===== src/rtl/syst_apb.sv =====
// syst_apb: APB-attached 4-tap systolic FIR engine.
//
// Samples written to DATA_IN enter a NTAPS-stage systolic pipeline; each
// stage adds one coefficient*sample product to a travelling partial sum.
// Finished results land in a FIFO_DEPTH-entry result FIFO that software pops
// by reading RESULT. Zero-wait-state APB slave.
//
// Ports:
//   p_clk_i     APB clock, rising edge
//   p_rst_i     asynchronous active-low reset
//   p_sel_i     slave select
//   p_enable_i  access phase
//   p_we_i      1 = write, 0 = read
//   p_adr_i     byte address, decoded on [4:2]; other bits must be 0
//   p_dat_i     write data
//   p_dat_o     combinational read data (0 unless selected read)
//   p_ready     combinational transfer complete (p_sel_i & p_enable_i)
//
// Build option:
//   SYST_APB_SAT_EN  when defined, accumulation saturates to the signed
//                    32-bit range; otherwise it wraps.
//
// Register map (byte offsets):
//   0x00 DATA_IN  W   0x04 RESULT R (pops)   0x08..0x14 COEF0..3 RW
//   0x18 STATUS   R   0x1C CTRL W (bit0 flush, bit1 clear flags)

module syst_apb #(
  parameter int unsigned FIFO_DEPTH = 8,
  parameter int unsigned NTAPS      = 4
) (
  input  logic        p_clk_i,
  input  logic        p_rst_i,
  input  logic        p_sel_i,
  input  logic        p_enable_i,
  input  logic        p_we_i,
  input  logic [31:0] p_adr_i,
  input  logic [31:0] p_dat_i,
  output logic [31:0] p_dat_o,
  output logic        p_ready
);

  localparam int unsigned PTR_W = (FIFO_DEPTH > 1) ? $clog2(FIFO_DEPTH) : 1;
  localparam int unsigned CNT_W = PTR_W + 1;

  localparam logic [2:0] A_DATA   = 3'd0;
  localparam logic [2:0] A_RESULT = 3'd1;
  localparam logic [2:0] A_STATUS = 3'd6;
  localparam logic [2:0] A_CTRL   = 3'd7;

  // A 16x16 signed product always fits in 32 bits, so only the sum can overflow.
  function automatic logic [31:0] mul16(input logic [15:0] a, input logic [15:0] b);
    logic signed [31:0] sa;
    logic signed [31:0] sb;
    sa = $signed({{16{a[15]}}, a});
    sb = $signed({{16{b[15]}}, b});
    return sa * sb;
  endfunction

  // Partial-sum accumulation, saturating or wrapping depending on the build.
  function automatic logic [31:0] acc_add(input logic [31:0] a, input logic [31:0] b);
`ifdef SYST_APB_SAT_EN
    logic [32:0] s;
    s = {a[31], a} + {b[31], b};
    if (s[32] != s[31]) return s[32] ? 32'h8000_0000 : 32'h7FFF_FFFF;
    return s[31:0];
`else
    return a + b;
`endif
  endfunction

  // Register state
  logic [15:0]      r_coef [NTAPS];
  logic [15:0]      r_hist [NTAPS];
  logic [NTAPS-1:0] r_sv;
  logic [31:0]      r_ps   [NTAPS];
  logic [15:0]      r_sx   [NTAPS][NTAPS];
  logic [31:0]      r_fifo [FIFO_DEPTH];
  logic [PTR_W-1:0] r_wptr;
  logic [PTR_W-1:0] r_rptr;
  logic [CNT_W-1:0] r_count;
  logic             r_ovf;
  logic             r_udf;

  // Decode
  logic        w_access;
  logic        w_mapped;
  logic [2:0]  w_idx;
  logic        w_wr;
  logic        w_rd;
  logic        w_data_wr;
  logic        w_res_rd;
  logic        w_ctrl_wr;
  logic        w_clr_pipe;
  logic        w_clr_flag;
  logic        w_empty;
  logic        w_full;
  logic        w_pop;
  logic        w_udf;
  logic        w_push;
  logic        w_push_ok;
  logic        w_ovf;
  logic [31:0] w_push_data;
  logic [31:0] w_rdata;
  logic        w_unused;

  assign w_access   = p_sel_i & p_enable_i;
  assign w_mapped   = (p_adr_i[31:5] == 27'd0) && (p_adr_i[1:0] == 2'd0);
  assign w_idx      = p_adr_i[4:2];
  assign w_wr       = w_access & p_we_i & w_mapped;
  assign w_rd       = w_access & ~p_we_i & w_mapped;
  assign w_data_wr  = w_wr && (w_idx == A_DATA);
  assign w_res_rd   = w_rd && (w_idx == A_RESULT);
  assign w_ctrl_wr  = w_wr && (w_idx == A_CTRL);
  assign w_clr_pipe = w_ctrl_wr & p_dat_i[0];
  assign w_clr_flag = w_ctrl_wr & p_dat_i[1];

  assign w_empty = (r_count == '0);
  assign w_full  = (r_count == CNT_W'(FIFO_DEPTH));
  assign w_pop   = w_res_rd & ~w_empty;
  assign w_udf   = w_res_rd & w_empty;

  // Last PE output feeds the FIFO directly; a pop frees a slot on the same edge.
  assign w_push      = r_sv[NTAPS-1];
  assign w_push_data = acc_add(r_ps[NTAPS-1], mul16(r_coef[NTAPS-1], r_sx[NTAPS-1][NTAPS-1]));
  assign w_push_ok   = w_push & (~w_full | w_pop);
  assign w_ovf       = w_push & w_full & ~w_pop;

  assign p_ready = p_sel_i & p_enable_i;

  // Upper write-data bits carry no register fields.
  assign w_unused = ^p_dat_i[31:16];

  // Read mux
  always_comb begin
    w_rdata = '0;
    if (w_mapped) begin
      case (w_idx)
        A_RESULT: w_rdata = w_empty ? 32'd0 : r_fifo[r_rptr];
        A_STATUS: w_rdata = {22'd0, r_udf, r_ovf, 2'd0, w_full, w_empty, 4'(r_count)};
        default: begin
          for (int unsigned k = 0; k < NTAPS; k++) begin
            if (w_idx == 3'(k + 2)) w_rdata = {{16{r_coef[k][15]}}, r_coef[k]};
          end
        end
      endcase
    end
  end

  assign p_dat_o = (p_sel_i & ~p_we_i) ? w_rdata : 32'd0;

  // Coefficients, sample history, systolic pipeline, FIFO pointers and flags
  always_ff @(posedge p_clk_i or negedge p_rst_i) begin
    if (!p_rst_i) begin
      for (int k = 0; k < NTAPS; k++) begin
        r_coef[k] <= (k == 0) ? 16'd1 : 16'd0;
        r_hist[k] <= '0;
        r_ps[k]   <= '0;
        for (int j = 0; j < NTAPS; j++) r_sx[k][j] <= '0;
      end
      r_sv    <= '0;
      r_wptr  <= '0;
      r_rptr  <= '0;
      r_count <= '0;
      r_ovf   <= 1'b0;
      r_udf   <= 1'b0;
    end else begin
      for (int k = 0; k < NTAPS; k++) begin
        if (w_wr && (w_idx == 3'(k + 2))) r_coef[k] <= p_dat_i[15:0];
      end

      if (w_clr_pipe) begin
        // Flush drops history, every in-flight result and the FIFO contents.
        for (int k = 0; k < NTAPS; k++) r_hist[k] <= '0;
        r_sv    <= '0;
        r_wptr  <= '0;
        r_rptr  <= '0;
        r_count <= '0;
      end else begin
        if (w_data_wr) begin
          r_hist[0] <= p_dat_i[15:0];
          for (int k = 1; k < NTAPS; k++) r_hist[k] <= r_hist[k-1];
        end
        // Stage 0 snapshots the sample window x[n..n-NTAPS+1]; PE k consumes slot k.
        r_sv       <= {r_sv[NTAPS-2:0], w_data_wr};
        r_ps[0]    <= '0;
        r_sx[0][0] <= p_dat_i[15:0];
        for (int k = 1; k < NTAPS; k++) r_sx[0][k] <= r_hist[k-1];
        for (int k = 1; k < NTAPS; k++) begin
          r_ps[k] <= acc_add(r_ps[k-1], mul16(r_coef[k-1], r_sx[k-1][k-1]));
          r_sx[k] <= r_sx[k-1];
        end

        if (w_pop)     r_rptr <= r_rptr + PTR_W'(1);
        if (w_push_ok) r_wptr <= r_wptr + PTR_W'(1);
        r_count <= r_count + CNT_W'(w_push_ok) - CNT_W'(w_pop);
      end

      if (w_clr_flag) begin
        r_ovf <= 1'b0;
        r_udf <= 1'b0;
      end else begin
        if (w_ovf && !w_clr_pipe) r_ovf <= 1'b1;
        if (w_udf)                r_udf <= 1'b1;
      end
    end
  end

  // FIFO storage; contents are only meaningful below r_count, so no reset.
  always_ff @(posedge p_clk_i) begin
    if (w_push_ok && !w_clr_pipe) r_fifo[r_wptr] <= w_push_data;
  end

endmodule


===== config.mk =====
export PLATFORM = sky130hd
export DESIGN_NAME = syst_apb
export DESIGN_NICKNAME = d
export VERILOG_FILES = /design/src/rtl/syst_apb.sv
export SDC_FILE = /design/constraint.sdc
export NUM_CORES = 2
export LEC_CHECK = 0
export CORE_AREA = 5 5 481 483
export DETAILED_ROUTE_END_ITERATION = 16
export DIE_AREA = 0 0 486 488
export REMOVE_ABC_BUFFERS = 1
export SLEW_MARGIN = 0
export SYNTH_ARGS = -nofsm -noshare
export SYNTH_HDL_FRONTEND = slang
export SYNTH_SLANG_ARGS = --single-unit

===== constraint.sdc =====
create_clock -name p_clk_i -period 7.9 [get_ports p_clk_i]
set_input_delay 1.58 -clock p_clk_i [delete_from_list [all_inputs] [get_ports p_clk_i]]
set_output_delay 1.58 -clock p_clk_i [all_outputs]
set_load 0.03 [all_outputs]

======== Yosys cells after proc, flatten, opt, wreduce, memory -nomap -nowiden ========
Memory sizes are Yosys's and may differ from the RTL's.
Index checks and enable logic that the tools add are counted.
word-level totals
  memory bits (writable) .................. 256
  memories ................................ 1
  input bits .............................. 69
  output and inout port bits .............. 33
  logic and storage cells ................. 106
  bits in registers ....................... 384
memory list
  memory  words  bits a word  rd ports  clocked after Yosys merged registers in  write ports  line  text
  r_fifo  8      32           1         0                                        1            77    logic [31:0] r_fifo [FIFO_DEPTH];
operators by class
  equality and inequality tests ........... 8
  add/sub/neg operators ................... 7
  mux-type cells .......................... 22
  bitwise logic cells ..................... 18
  reductions and logical operators ........ 20
  $mul .................................... 4
operator list
  kind                   number
  $mux W32               7
  $mul A16 B16 Y32       4
  $mux W64               2
  $add A32 B32 Y32       3
  $pmux W32 S2           1
  $logic_not A27 Y1      1
  $and A1 B1 Y1          13
  $eq A3 B3 Y1 const B   4
  $mux W3                4
  $logic_and A1 B1 Y1    10
  $reduce_bool A2 Y1     5
  $mux W4                2
  $add A3 B1 Y3 const B  2
  $eq A3 B2 Y1 const B   2
  $mux W1                6
  $add A4 B1 Y4          1
  $eq A4 B4 Y1 const B   1
  $logic_not A4 Y1       1
  $not A1 Y1             4
  $sub A4 B1 Y4          1
  $eq A3 B1 Y1 const B   1
  $logic_not A3 Y1       1
  $logic_not A2 Y1       1
  $logic_not A1 Y1       1
  $or A1 B1 Y1           1

======== Depth between registers and ports, before layout ========
  word-level depth ........................ 10
  depth in mapped cells ................... 24
  depth with buffers taken out ............ 22

======== Worst setup path after synthesis ========
No wires, ideal clock.
  path type ............................... input-to-reg
  start ................................... input p_adr_i[2]
  end ..................................... memory r_fifo[2][0] (enable)
  library setup time ...................... 513 ps
  setup slack ............................. 986 ps
  data required time ...................... 7387 ps
  path buffers ............................ 1
  data arrival time ....................... 6401 ps
  stages .................................. 7
  cells stage by stage .................... clkbuf_1 > or3b_2 > a21oi_2 > nand4_1 > nand3_1 > nand3_1 > nor4b_1
on the way
  cells in the longest elaborated chain, start to end .. 8
  elaborated cells on any way between the ends .. 12
  those cells by class .................... 2 x eq/ne; 2 x mux; 4 x bitwise; 4 x reduce/logical
RTL lines
  item                               line  text
  from (decl)                        36    input logic [31:0] p_adr_i,
  $eq A3 B1 Y1                       112   assign w_res_rd = w_rd && (w_idx == A_RESULT);
  $logic_and A1 B1 Y1                112
  $and A1 B1 Y1                      119   assign w_pop = w_res_rd & ~w_empty;
  $or A1 B1 Y1                       125   assign w_push_ok = w_push & (~w_full | w_pop);
  $and A1 B1 Y1                      125
  $logic_and A1 B1 Y1 (*)            210   if (w_push_ok && !w_clr_pipe) r_fifo[r_wptr] <= w_push_data;
  $mux W1 (*)                        210
  $mux W1 (implied by the code) (*)  210
  to (decl)                          77
Every way passes the cells marked *; elsewhere a longest branch is shown, timed or not.

======== Final worst setup path ========
  start ................................... register r_coef[15] in the netlist's numbering
  end ..................................... memory r_fifo[0][31] (data pin)
on the way
  cells in the longest elaborated chain, start to end .. 2
RTL lines
  item                               line  text
  from (decl)                        72    logic [15:0] r_coef [NTAPS];
  from (signal, indexed assignment)  155   r_coef[k] <= (k == 0) ? 16'd1 : 16'd0;
  from (signal, indexed assignment)  168   if (w_wr && (w_idx == 3'(k + 2))) r_coef[k] <= p_dat_i[15:0];
  $mul A16 B16 Y32                   56    return sa * sb;
  $add A32 B32 Y32                   67    return a + b;
  net w_push_data[31]                102   logic [31:0] w_push_data;
The timed path passes the listed nets, and every way through them passes these cells.

==> flow_metrics.tcl <==
set metrics [dict create \
    setup_viol 0 \
    floorplan.io_pins 102 \
    drt_first_pass_iters 7 \
    first_iter_violations 2566 \
    number_of_flops_mapped_to_enable_cells_by_yosys 256 \
    first_global_vias 48700 \
    drc_errors 0 \
    final_max_slew_viol_count 0 \
    synth_area_leaders "sky130_fd_sc_hd__fa_1, sky130_fd_sc_hd__dfrtp_1, sky130_fd_sc_hd__edfxtp_1" \
    relSlewSlack_pct 23.76 \
    hold_viol 0 \
    power.switching_fraction_pct 24.65 \
    crit_path_max_fanout 14 \
    maxCapViolCount 0 \
    drt-wirelength-per-cell_um 17.05 \
    ys_async_sr_fraction_pct 60.00 \
    highest-signal-layer "met4" \
    min_delay_path_depth 2 \
    antenna_found_initial 1 \
    cts-hold-fix-buffers 0 \
    finClkSkew_ns 0.03983 \
    fp-row-count 175 \
    ys_types 70 \
    path_cells "buf_4, nand2_1, inv_1, fa_1, inv_1, fa_1, inv_1, fa_1, fa_1, fa_1, inv_1, fa_1, inv_1, ha_1, a21o_1, a21oi_1, o21ai_0, a22o_1, a2111o_1, a21oi_1, o21bai_1, xnor2_1" \
    ys_ff_latch 640 \
    m1WireLength_um 73440 \
    power.clock.fraction_pct 46.4 \
    power_frac_seq_pct 48.2 \
    met3WireLength_um 7073 \
    htree_depth 3 \
    seqCellArea_um2 17300 \
    die_h_um 488 \
    synth_largest_type_area_fraction_pct 33.79 \
    cts-root-buf "sky130_fd_sc_hd__clkbuf_16" \
    clock_insertion_delay_at_the_later_pin_of_the_skew_report_ns 0.68 \
    tightestPinTransition_ns 1.144 \
    grt_pass1_wl_um 268400 \
    irDropWorstVdd_mv 0.1519 \
    critPathRequiredTime_ns 8.28 \
    antenna_left 0 \
    fmax_mhz 137.8 \
    synth.most_common_cell "sky130_fd_sc_hd__inv_1" \
    totalPowerFinal_uw 7292 \
    utilization_pct 32.69 \
    dp.cells 9470 \
    vias 44370 \
    syn_to_final_growth_pct 9.680 \
    total_switching_power_uw 1798 \
    timing.hold.ws_ns 0.4513 \
    grt_setup_unrepaired "false" \
    hold_class "flop to flop" \
    crit_family "adder cells" \
    cts.sinks 640 \
    fillCellCount 23070 \
    routed_via_density 4.622 \
    cells_on_worst_reg2reg_path 22 \
    post_route_cells_drive_above_1_share_pct 5.618 \
    gp_routability_congestion 0.8547 \
    critPathKind "flop to flop" \
    port_buffers 85 \
    status "complete, no violations" \
    overflow 0 \
    critical_path.max_stage_delay_ns 0.67 \
    core_area_um2 226400 \
    wl_met2_um 79340 \
    internal_power_uw 5495 \
    dieArea_um2 237200 \
    post_cts_clock_slew_at_the_launch_and_capture_registers_of_the_worst_setup_and_hold_paths_ns 0.08 \
    worstSetupPathDepth 22 \
    end_kind "flop" \
    initial_core_utilization_pct 29.81 \
    cts-buffers-inserted 68 \
    post_synth.cell_area_avg_um2 10.26 \
    global_route_usage_over_all_layers_pct 14.16 \
    layout_worst_path_cycle_share_pct 91.84 \
    final_cells 9599 \
    synthCells 6578 \
    synth.largest_area_cell "sky130_fd_sc_hd__fa_1" \
    most_used_cell_along_the_critical_path "sky130_fd_sc_hd__fa_1" \
    slowest_cell_on_the_critical_path "sky130_fd_sc_hd__fa_1" \
    synth-seq-area-share_pct 25.63 \
    timing.critical_path.from_type "flop" \
    cts_repair_resize_count 0 \
    synth_common_cells "sky130_fd_sc_hd__inv_1, sky130_fd_sc_hd__fa_1, sky130_fd_sc_hd__nand2_1, sky130_fd_sc_hd__and2_1, sky130_fd_sc_hd__ha_1" \
    p_per_area_nw_per_um2 98.52 \
    worst-path-buf-inv 6 \
    die_w_um 486 \
    final_critical_delay_including_setup_and_external_delays_ns 7.256 \
    clock_buffer_depth 3 \
    static-leakage-power_uw 0.03603 \
    area_occupied_by_multi_input_gates_um2 44310 \
    post_cts_buffers 0 \
    worst-endpoint-arrival_ns 7.63 \
    ys.flop_type "sky130_fd_sc_hd__dfrtp_1" \
    ys.warnings.count 0 \
    detailedPlacementHpwl_um 127700 \
    maximum_number_of_pins_on_one_net_before_global_route_repair 182 \
    mappedNetlistArea_um2 67480 \
    finalWirelength_um 163700 \
    final_nets 8123 \
    p_comb_share_pct 5.4 \
    cts_tree "yes" \
]
==> per-stage QoR <==
step	worst slack (ns)	cell area, µm²	TNS [ns]
finish	0.6443	74020	0
global route	0.2363	74010	0
CTS	0.6711	74010	0
detailed placement	0.6853	71700	0
global placement	0.8265	71700	0
floorplan	-7.532	66450	-1731.33
==> registers in the layout (all words and copies together) (netlist names), 3 cells and up <==
name / cells
r_count: 4
r_fifo: 256
r_wptr: 3
r_sx: 160
r_hist: 48
r_coef: 64
r_ps: 96
r_sv: 4
r_rptr: 3
==> placed cells by master (no fill, tap or decap), types with 9 or more instances in the layout <==
cell,synthesis,layout
sky130_fd_sc_hd__nand3_1,26,26
sky130_fd_sc_hd__xnor2_1,97,97
sky130_fd_sc_hd__nor2b_1,18,18
sky130_fd_sc_hd__a21o_1,33,33
sky130_fd_sc_hd__clkbuf_1,238,10
sky130_fd_sc_hd__ha_1,384,384
sky130_fd_sc_hd__mux2i_1,55,55
sky130_fd_sc_hd__buf_4,0,60
sky130_fd_sc_hd__o21a_1,20,20
sky130_fd_sc_hd__edfxtp_1,256,256
sky130_fd_sc_hd__a31oi_1,11,11
sky130_fd_sc_hd__inv_1,1310,1310
sky130_fd_sc_hd__a211oi_1,21,21
sky130_fd_sc_hd__clkdlybuf4s50_1,0,83
sky130_fd_sc_hd__mux2_2,96,96
sky130_fd_sc_hd__nand4_1,17,17
sky130_fd_sc_hd__and3_1,16,15
sky130_fd_sc_hd__nor3_1,34,30
sky130_fd_sc_hd__clkinv_2,0,9
sky130_fd_sc_hd__o22ai_1,9,9
sky130_fd_sc_hd__nor2_1,164,163
sky130_fd_sc_hd__nor4_1,15,14
sky130_fd_sc_hd__o21bai_1,14,14
sky130_fd_sc_hd__or3_1,12,12
sky130_fd_sc_hd__clkbuf_16,0,68
sky130_fd_sc_hd__mux4_2,64,64
sky130_fd_sc_hd__xor2_1,49,49
sky130_fd_sc_hd__inv_6,0,9
sky130_fd_sc_hd__and2_1,496,496
sky130_fd_sc_hd__o21ai_0,143,143
sky130_fd_sc_hd__a21oi_1,128,128
sky130_fd_sc_hd__fa_1,1139,1139
sky130_fd_sc_hd__a221oi_1,13,13
sky130_fd_sc_hd__nand2_1,1130,1129
sky130_fd_sc_hd__nand2b_1,30,30
sky130_fd_sc_hd__dfrtp_1,383,381
sky130_fd_sc_hd__o211ai_1,20,20
==> layer usage <==
metal | vias up | track usage, %
li1 | 20110 | -
met1 | 23100 | 19.07
met2 | 942 | 24.20
met3 | 216 | 1.899
met4 | 0 | 3.500
met5 | - | 0
==> kinds of logic (layout without fill, tap and decap cells) <==
logic type / Yosys count / after routing / share of synthesized area (%)
multiplexers: 215 / 215 / 4.554
other: 0 / 4 / 0
XOR/XNOR: 146 / 146 / 1.895
AND/OR/NAND/NOR: 1994 / 1994 / 13.65
adder cells (fa/ha/maj): 1523 / 1523 / 40.91
AO/OA/AOI/OAI: 483 / 483 / 4.535
buffers and inverters: 1577 / 1585 / 8.824
flip-flops: 640 / 640 / 25.63
==> worst min-delay path, cell delays in order (launching register included) <==
cell,delay (ns)
sky130_fd_sc_hd__dfrtp_1,0.34
sky130_fd_sc_hd__nand2_1,0.05
sky130_fd_sc_hd__nand2_1,0.05
==> path summary, 6_finish.rpt <==
check | start | end | slack [ns]
max reg2reg | r_coef[15] | r_fifo[0][31] | 0.64
min reg2reg | r_sx[137] | r_sx[73] | 0.45
min in group asynchronous | p_rst_i | r_ps[63] | 0.88
max | r_coef[15] | r_fifo[0][31] | 0.64
max in group asynchronous | p_rst_i | r_rptr[0] | 5.40
min | r_sx[137] | r_sx[73] | 0.45
==> cell type report <==
| type | instances | area share [%] |
|---|---|---|
| multi-input cells | 4361 | 59.86 |
| flip-flops and latches | 640 | 23.38 |
| inverters | 1310 | 6.643 |
| well taps | 3009 | 5.087 |
| clock buffers | 84 | 2.449 |
| repair buffers | 150 | 1.893 |
| clock inverters | 41 | 0.6728 |
| diodes | 4 | 0.01352 |
==> power groups by stage <==
stage | clock network, µW | logic, µW | registers, µW
2_1_floorplan | 0 | 218 | 3560
3_3_place_gp | 0 | 395 | 3580
3_5_place_dp | 0 | 402 | 3580
4_1_cts | 3470 | 405 | 3510
5_1_grt | 3600 | 451 | 3520
6_report | 3380 | 397 | 3520
Note: power is estimated with default switching activity, not from simulation.
